===== config.mk =====
export PLATFORM = sky130hd
export DESIGN_NAME = paddle_input_ctrl
export DESIGN_NICKNAME = d
export VERILOG_FILES = /design/src/rtl/breakout_pkg.sv /design/src/rtl/btn_repeat.sv /design/src/rtl/paddle_input_ctrl.sv
export SDC_FILE = /design/constraint.sdc
export NUM_CORES = 1
export LEC_CHECK = 0
export CAP_MARGIN = 20
export CORE_MARGIN = 3
export CORE_UTILIZATION = 40
export DETAILED_ROUTE_END_ITERATION = 10
export PLACE_DENSITY_LB_ADDON = 0.2
export SYNTH_ARGS = -nofsm -noshare
export SYNTH_HDL_FRONTEND = slang
export SYNTH_SLANG_ARGS = --single-unit

===== constraint.sdc =====
create_clock -name CLK -period 1.7 [get_ports CLK]
set_input_delay 0.34 -clock CLK [delete_from_list [all_inputs] [get_ports CLK]]
set_output_delay 0.34 -clock CLK [all_outputs]
set_load 0.02 [all_outputs]

===== src/rtl/breakout_pkg.sv =====
// Shared encodings for the Breakout control path: game run state and
// per-direction button repeat state.
package breakout_pkg;

   localparam int unsigned GS_W = 2;

   typedef enum logic [GS_W-1:0] {
      GS_IDLE  = 2'd0,
      GS_RUN   = 2'd1,
      GS_PAUSE = 2'd2
   } game_state_e;

   typedef enum logic [1:0] {
      RP_REL  = 2'd0,
      RP_HOLD = 2'd1,
      RP_RPT  = 2'd2
   } rpt_state_e;

endpackage


===== src/rtl/btn_repeat.sv =====
// Edge detect plus hold-to-repeat sequencer for one direction button.
// The strobe is combinational; the parent registers and gates it.
module btn_repeat
   import breakout_pkg::*;
#(
   parameter int unsigned HOLD_DELAY    = 20,
   parameter int unsigned REPEAT_PERIOD = 5,
   parameter int unsigned CNT_W         = 17
) (
   input  logic CLK,
   input  logic RST_N,
   input  logic btn,
   output logic strobe
);

   localparam logic [CNT_W-1:0] HOLD_LAST = CNT_W'(HOLD_DELAY - 1);
   localparam logic [CNT_W-1:0] RPT_LAST  = CNT_W'(REPEAT_PERIOD - 1);

   logic             prev_q, prev_d;
   rpt_state_e       state_q, state_d;
   logic [CNT_W-1:0] cnt_q, cnt_d;
   logic             rise;

   always_comb begin
      rise    = btn & ~prev_q;
      prev_d  = btn;
      state_d = state_q;
      cnt_d   = cnt_q;
      strobe  = 1'b0;
      if (!btn) begin
         state_d = RP_REL;
         cnt_d   = '0;
      end else begin
         case (state_q)
            RP_REL: begin
               if (rise) begin
                  strobe  = 1'b1;
                  cnt_d   = '0;
                  state_d = RP_HOLD;
               end
            end
            RP_HOLD: begin
               if (cnt_q == HOLD_LAST) begin
                  strobe  = 1'b1;
                  cnt_d   = '0;
                  state_d = RP_RPT;
               end else begin
                  cnt_d = cnt_q + CNT_W'(1);
               end
            end
            RP_RPT: begin
               if (cnt_q == RPT_LAST) begin
                  strobe = 1'b1;
                  cnt_d  = '0;
               end else begin
                  cnt_d = cnt_q + CNT_W'(1);
               end
            end
            default: begin
               state_d = RP_REL;
               cnt_d   = '0;
            end
         endcase
      end
   end

   always_ff @(posedge CLK or negedge RST_N) begin
      if (!RST_N) begin
         prev_q  <= 1'b0;
         state_q <= RP_REL;
         cnt_q   <= '0;
      end else begin
         prev_q  <= prev_d;
         state_q <= state_d;
         cnt_q   <= cnt_d;
      end
   end

endmodule


===== src/rtl/paddle_input_ctrl.sv =====
// Turns debounced button levels into paddle move strobes and the
// idle/run/pause game state that gates them.
module paddle_input_ctrl
   import breakout_pkg::*;
#(
   parameter int unsigned HOLD_DELAY    = 20,
   parameter int unsigned REPEAT_PERIOD = 5,
   parameter int unsigned CNT_W         = 17
) (
   input  logic            CLK,
   input  logic            RST_N,
   input  logic            btn_left,
   input  logic            btn_right,
   input  logic            btn_start,
   input  logic            game_over,
   output logic            move_left,
   output logic            move_right,
   output logic            start_pulse,
   output logic [GS_W-1:0] game_state
);

   logic        left_strobe, right_strobe;
   logic        start_prev_q, start_prev_d;
   game_state_e game_state_q, game_state_d;
   logic        start_pulse_q, start_pulse_d;
   logic        move_left_q, move_left_d;
   logic        move_right_q, move_right_d;
   logic        start_rise, in_run, conflict;

   btn_repeat #(
      .HOLD_DELAY   (HOLD_DELAY),
      .REPEAT_PERIOD(REPEAT_PERIOD),
      .CNT_W        (CNT_W)
   ) u_rep_left (
      .CLK   (CLK),
      .RST_N (RST_N),
      .btn   (btn_left),
      .strobe(left_strobe)
   );

   btn_repeat #(
      .HOLD_DELAY   (HOLD_DELAY),
      .REPEAT_PERIOD(REPEAT_PERIOD),
      .CNT_W        (CNT_W)
   ) u_rep_right (
      .CLK   (CLK),
      .RST_N (RST_N),
      .btn   (btn_right),
      .strobe(right_strobe)
   );

   always_comb begin
      start_rise    = btn_start & ~start_prev_q;
      start_prev_d  = btn_start;
      game_state_d  = game_state_q;
      start_pulse_d = 1'b0;
      case (game_state_q)
         GS_IDLE: begin
            if (start_rise) begin
               game_state_d  = GS_RUN;
               start_pulse_d = 1'b1;
            end
         end
         GS_RUN: begin
            // Losing the ball outranks a pause request in the same cycle.
            if (game_over) begin
               game_state_d = GS_IDLE;
            end else if (start_rise) begin
               game_state_d  = GS_PAUSE;
               start_pulse_d = 1'b1;
            end
         end
         GS_PAUSE: begin
            if (start_rise) begin
               game_state_d  = GS_RUN;
               start_pulse_d = 1'b1;
            end
         end
         default: game_state_d = GS_IDLE;
      endcase

      // Gate on the state before this edge's transition.
      in_run       = (game_state_q == GS_RUN);
      conflict     = btn_left & btn_right;
      move_left_d  = left_strobe & in_run & ~conflict;
      move_right_d = right_strobe & in_run & ~conflict;
   end

   always_ff @(posedge CLK or negedge RST_N) begin
      if (!RST_N) begin
         start_prev_q  <= 1'b0;
         game_state_q  <= GS_IDLE;
         start_pulse_q <= 1'b0;
         move_left_q   <= 1'b0;
         move_right_q  <= 1'b0;
      end else begin
         start_prev_q  <= start_prev_d;
         game_state_q  <= game_state_d;
         start_pulse_q <= start_pulse_d;
         move_left_q   <= move_left_d;
         move_right_q  <= move_right_d;
      end
   end

   assign move_left   = move_left_q;
   assign move_right  = move_right_q;
   assign start_pulse = start_pulse_q;
   assign game_state  = game_state_q;

endmodule


==> results of run 1 <==
metal layers:
layer | GRT usage | vias up | part of all wire
li1 | - | 1252 | -
met1 | 0.258 | 1217 | 0.49
met2 | 0.310 | 17 | 0.47
met3 | 0.0320 | 9 | 0.016
met4 | 0.0618 | 0 | 0.019
met5 | 0 | - | 0
cell usage after synthesis, types with 3 or more instances:
cell      number
nand4_1       11
nor2b_1        3
o22ai_1        3
a21boi_0       3
nor3_1         5
nand3b_1       4
buf_6          4
clkbuf_1       7
and3_1        10
a31oi_1       16
nor4_1         3
nor2_1        12
a21oi_1       25
ha_1          14
inv_1         16
nand3_1       24
nand2b_1       9
nand2_1       30
o21ai_0       14
and4_1         3
dfrtp_1       46
mux2i_1        6
critical path, delay by kind of cell (launching register included):
family	cells	cell delay (ps)
DFF	1	440
AOI/OAI and AO/OA	4	740
buffers and inverters	1	150
and+or+nand+nor	2	570
flip-flops by register name, indices dropped and copies added, names as in the netlist:
register             flops
start_pulse              1
u_rep_right.state_q      2
move_left                1
u_rep_left.prev_q        1
move_right               1
u_rep_right.cnt_q       17
u_rep_right.prev_q       1
u_rep_left.state_q       2
game_state               2
u_rep_left.cnt_q        17
start_prev_q             1
report_power, final:
part           total (mW)  internal (mW)  leakage, nW  switching (mW)
Clock               0.712          0.295       0.0408           0.418
Combinational       0.705          0.330         1.00           0.376
Sequential           1.15           1.13        0.629          0.0228
Total                2.57           1.75         1.67           0.816
logic make-up (layout without fill, tap and decap cells):
group,Yosys count,after routing,synth area share
AND/OR/NAND/NOR,123,123,0.247
AO/OA/AOI/OAI,79,79,0.188
flip-flops,46,46,0.428
buffers and inverters,28,111,0.0507
adder cells (fa/ha/maj),14,14,0.0651
multiplexers,6,6,0.0223
area by class of cell:
type	instances	area share
repair buffers	87	0.199
well taps	77	0.0250
clock inverters	3	0.00616
inverters	16	0.0156
flip-flops and latches	46	0.299
clock buffers	5	0.0178
multi-input cells	222	0.437
path summary, 6_finish.rpt:
path / cells after the start / to / slack [ps]
min: 1 / start_prev_q / 490
min in group asynchronous: 3 / game_state[0] / 520
max reg2reg: 7 / u_rep_right.cnt_q[16] / -300
max in group asynchronous: 3 / u_rep_right.cnt_q[9] / 930
min reg2reg: 2 / u_rep_left.cnt_q[16] / 560
max: 7 / u_rep_right.cnt_q[16] / -300
timing repair:
| item | 4_1_cts | 5_1_grt |
|---|---|---|
| endpoints found under the setup margin | 38 | 41 |
| hold buffers | 1 | 0 |
| setup buffers | 1 | 2 |
| gates cloned | 0 | 2 |
| pin swaps | 7 | 18 |
| endpoints found under the hold margin | 8 | 0 |
| resized for setup | 30 | 44 |
==> metrics.md, run 1 <==
| Metric | Value |
|---|---|
| Final Total Pwr | 2.57 mW |
| Slew HR | 0.756 |
| Die Area | 7750 um^2 |
| Worst Setup Start Kind | register |
| VDD IR-drop max | 348 uV |
| Leakage | 1.67 nW |
| FF+latch count, synth | 46 |
| DRT antenna net count | 0 |
| Synth warn | 0 |
| CP endpoint kind | register |
| Vias after detailed routing | 2495 |
| Number of cell rows | 29 |
| PortBufs | 10 |
| Slowest CP cell | dfrtp_1 |
| Hold Path Class | in2reg |
| Max cap viols | 0 |
| I/O pin count | 11 |
| Register area | 1150 um^2 |
| Library cells used by synthesis | 43 |
| Area of the multi-input gates | 1690 um^2 |
| Most common cell after layout, fill and taps aside | buf_4 |
| Syn Std Cell Area | 2690 um^2 |
| Fmax | 0.500 GHz |
| Status | finished with violations |
| Root Driver | clkbuf_8 |
| Initial antenna violation count | 0 |
| Dpl ws | -234 ps |
| Routed len/inst | 14.8 um |
| Synth top area cells | dfrtp_1 (43%), ha_1 (6.5%), a21oi_1 (4.6%), nand3_1 (4.5%), nand2_1 (4.2%) |
| Design Area, Final | 3860 um^2 |
| RSZ-0062 raised after global routing | yes |
| H-tree Lvls | 2 |
| Chip Height | 88.0 um |
| Final TNS setup | -6140 ps |
| Post-synth EDFFs | 0 |
| Pwr/cell area | 666 nW/um^2 |
| Placed Cells | 443 |
| Reg clk slew, reported paths | 100 ps |
| Ys async rst share | 1.00 |
| Sequential-to-total area share from yosys stat | 0.428 |
| Setup slack after layout | -299 ps |
| Post-layout util | 0.601 |
| Max Slew Vio Count | 0 |
| Share of the synthesized area in the top cell type | 0.428 |
| Clock Path Buffers | 2 |
| First-pass GRT wire length | 11600 um |
| Num CTS Buffers | 5 |
| Setup Viol. Count Final | 35 |
| Hold Crit Start | btn_start |
| CTS tree | built |
| Dpl cell area | 3440 um^2 |
| WP data required | 1910 ps |
| Total iterations of the first detailed-routing run | 4 |
| Syn Nets | 316 |
| Worst-path cell chain | nor4_4 -> nand4_4 -> o31ai_4 -> a21oi_4 -> buf_4 -> a21o_1 -> a22o_1 |
| Area delta synth->final | 43.3% |
| Filler cells | 538 |
| Non-Filler Instances | 456 |
| Overflow after GRT | 0 |
| Final Skew | 20.1 ps |
| Routed wire length | 6730 um |
| Core area | 6420 um^2 |
| Clk Latency, worst-skew pair | 310 ps |
| Ys flop type | dfrtp_1 |
| Dpl hpwl | 4450 um |
| Clk sinks | 46 |
| Worst slew pin tran | 366 ps |
| Synth Instances | 296 |
| Ant diodes | 0 |
| Most frequent cells in the layout | buf_4 (63), dfrtp_1 (45), nand2_1 (25) |
| Clock period minus worst slack | 2000 ps |
| Mean area per synthesized cell | 9.10 um^2 |
| Gr usage total | 0.190 |
| Routed vias/inst | 5.47 |
| Crit path arrival time | 2210 ps |
| Hold_ws | 486 ps |
| Crit-path max FO | 5 |
| Final Hold Vio Count | 0 |
| Width of the die | 88.0 um |
| Share of cells above drive strength 1 | 0.375 |
| Crit path kind | reg2reg |
| Crit share post-route | 1.18 |
| DR iter-0 viols | 157 |
| Vias in the first global route | 2456 |
| Starting Density | 0.419 |
| CP Launch Point | u_rep_right.cnt_q[8] |
| Pin count of the biggest net entering global routing | 47 |
| Yosys top cell by area | dfrtp_1 |
| Nets | 398 |
| Failing checks | negative setup slack |
| Critical Path Max Stage Delay | 440 ps |
| DRC viols | 0 |
| Routability Congestion | 0.813 |
| Critical R2R Launch | u_rep_right.cnt_q[8] |
No activity file was read; power rests on OpenSTA's default activity.
==> run 2, diff against run 1 <==
Settings changed: CORE_ASPECT_RATIO from default to 0.75, GPL_TIMING_DRIVEN from default to 0, SLEW_MARGIN from default to 20.
==> run 2 against run 1 <==
The run still ends with negative setup slack left. Setup slack improved by 37 ps. Design area fell by 0.39%. Non-clock buffer count decreased by 31. Sequential share of layout area grew 0.28 points. Die area up 0.13%. Clock power grew 46%.
==> metrics.md, run 2 (synthesis gave the netlist of run 1 again) <==
| Metric | Value |
|---|---|
| Most frequent cells in the layout | dfrtp_1 (40), buf_4 (28), nand2_1 (23) (was buf_4 (63), dfrtp_1 (45), nand2_1 (25)) |
| H-tree Lvls | 2 (unchanged) |
| Num CTS Buffers | 5 (unchanged) |
| CTS tree | built (unchanged) |
| Cell count of the worst reg-to-reg path | 7 (unchanged) |
| Worst Setup Start Kind | register (unchanged) |
| Hold Path Class | in2async (was in2reg) |
| RR Endpoint | u_rep_right.cnt_q[16] (unchanged) |
| Setup slack after layout | -262 ps (was -299 ps) |
| Crit path kind | reg2reg (unchanged) |
| Ant diodes | 0 (unchanged) |
| Final Skew | 15.5 ps (was 20.1 ps) |
| Dpl cell area | 2940 um^2 (was 3440 um^2) |
| Worst slew pin tran | 590 ps (was 366 ps) |
| Final Hold Vio Count | 0 (unchanged) |
| Worst reg2reg setup slack | -260 ps (was -300 ps) |
| Total iterations of the first detailed-routing run | 4 (unchanged) |
| DRT antenna net count | 0 (unchanged) |
| Clock Path Buffers | 2 (unchanged) |
| Leakage | 1.59 nW (was 1.67 nW) |
| Max cap viols | 0 (unchanged) |
| Pin count of the biggest net entering global routing | 25 (was 47) |
| Core area | 6410 um^2 (was 6420 um^2) |
| First-pass GRT wire length | 11900 um (was 11600 um) |
| Pwr/cell area | 750 nW/um^2 (was 666 nW/um^2) |
| Status | finished with violations (unchanged) |
| Critical Path End | u_rep_right.cnt_q[16] (unchanged) |
| Crit path arrival time | 2170 ps (was 2210 ps) |
| Die Area | 7760 um^2 (was 7750 um^2) |
| Routability Congestion | 0.792 (was 0.813) |
| Slew HR | 0.606 (was 0.756) |
| Filler cells | 503 (was 538) |
| Design Area, Final | 3840 um^2 (was 3860 um^2) |
| Chip Height | 77.1 um (was 88.0 um) |
| Gr usage total | 0.190 (about the same) |
| Failing checks | negative setup slack (unchanged) |
| Clock period minus worst slack | 1960 ps (was 2000 ps) |
| DR iter-0 viols | 138 (was 157) |
| Final TNS setup | -5270 ps (was -6140 ps) |
| Initial antenna violation count | 0 (unchanged) |
| Nets | 368 (was 398) |
| Critical R2R Launch | u_rep_right.cnt_q[16] (was u_rep_right.cnt_q[8]) |
| Share of cells above drive strength 1 | 0.398 (was 0.375) |
| I/O pin count | 11 (unchanged) |
| WP data required | 1900 ps (was 1910 ps) |
| Root Driver | clkbuf_8 (unchanged) |
| Vias after detailed routing | 2476 (was 2495) |
| Routed vias/inst | 5.76 (was 5.47) |
| VDD IR-drop max | 554 uV (was 348 uV) |
| Max Slew Vio Count | 0 (unchanged) |
| Overflow after GRT | 0 (unchanged) |
| Reg clk slew, reported paths | 100 ps (about the same) |
| Setup Viol. Count Final | 36 (was 35) |
| RSZ-0062 raised after global routing | yes (unchanged) |
| Starting Density | 0.420 (was 0.419) |
| CP Launch Point | u_rep_right.cnt_q[16] (was u_rep_right.cnt_q[8]) |
| Clk Latency, worst-skew pair | 310 ps (about the same) |
| Routed len/inst | 16.9 um (was 14.8 um) |
| Fmax | 0.510 GHz (was 0.500 GHz) |
| Vias in the first global route | 2346 (was 2456) |
| DRC viols | 0 (unchanged) |
| Area delta synth->final | 42.8% (was 43.3%) |
| Post-layout util | 0.599 (was 0.601) |
| Dpl hpwl | 4210 um (was 4450 um) |
| Crit share post-route | 1.15 (was 1.18) |
| CP endpoint kind | register (unchanged) |
| Crit-path max FO | 5 (unchanged) |
| Width of the die | 101 um (was 88.0 um) |
| PortBufs | 10 (unchanged) |
| Most common cell after layout, fill and taps aside | dfrtp_1 (was buf_4) |
| Routed wire length | 7270 um (was 6730 um) |
| Clk sinks | 46 (unchanged) |
| Biggest regs | u_rep_left.cnt_q (17), u_rep_right.cnt_q (17) (unchanged) |
| Number of cell rows | 25 (was 29) |
==> run 2: cell count changes in the layout (fill, tap and decap cells not counted), sizes merged, moves of 2 or more <==
cell	change
buf	-35
clkbuf	+6
bufinv	+2
clkinvlp	-2
==> run 2: worst min path at each step <==
stage | start | end | slack, ps | cells after the start
after global placement | u_rep_left.cnt_q[16] | u_rep_left.cnt_q[16] | 470 | 1
after detailed placement | RST_N | u_rep_right.state_q[0] | 380 | 1
after floorplan | RST_N | game_state[0] | 40 | 0
after global routing | RST_N | u_rep_right.state_q[0] | 60 | 1
after CTS | RST_N | u_rep_right.state_q[0] | 50 | 1
final | RST_N | u_rep_right.state_q[0] | 20 | 1
==> run 2: layer usage <==
metal | up-vias | wire length (um) | global-route usage | share of wire
li1 | 1199 | - | - | -
met1 | 1216 | 3770 | 0.302 | 0.52
met2 | 53 | 3120 | 0.262 | 0.43
met3 | 8 | 318 | 0.0336 | 0.044
met4 | 0 | 68 | 0.0444 | 0.0093
met5 | - | 0 | 0 | 0
==> run 2: final cells by class <==
| type | instances | area [um^2] | share of cell area |
|---|---|---|---|
| clock inverter | 2 | 60.1 | 0.0156 |
| inverter | 16 | 60.1 | 0.0156 |
| timing repair buffer | 46 | 425 | 0.111 |
| clock buffer | 6 | 82.6 | 0.0215 |
| tap | 81 | 101 | 0.0264 |
| sequential | 46 | 1160 | 0.301 |
| multi-input combinational | 223 | 1870 | 0.487 |
| buffer | 10 | 82.6 | 0.0215 |
==> run 2: critical path, stage by stage, from the launching register on <==
cell	delay [ps]
dfrtp_1	420
nor4_4	330
nand4_4	190
o31ai_4	270
a21oi_4	130
buf_6	160
a21o_1	160
a22o_1	190
==> run 2: stage by stage <==
step                      instances  power [mW]  hold slack [ps]  worst slack [ps]
after floorplan                 296        1.52             44.4             -70.7
after global routing            430        3.02             63.8              -319
after CTS                       419        2.82             47.4              -197
final                           430        2.88             19.0              -262
after global placement          387        1.66              471             -1110
after detailed placement        388        1.68              383              -568
==> run 2: repair_timing <==
item | in CTS | in global routing
setup buffers | 21 | 11
setup endpoints to repair | 37 | 40
hold buffers | 0 | 0
pin swaps | 21 | 31
cloned | 3 | 2
gates resized for setup | 61 | 62
==> run 2: report_power, final <==
| group | leakage [nW] | internal, mW | switching (mW) |
|---|---|---|---|
| combinational | 0.899 | 0.282 | 0.401 |
| sequential | 0.621 | 1.13 | 0.0363 |
| clock | 0.0714 | 0.628 | 0.408 |
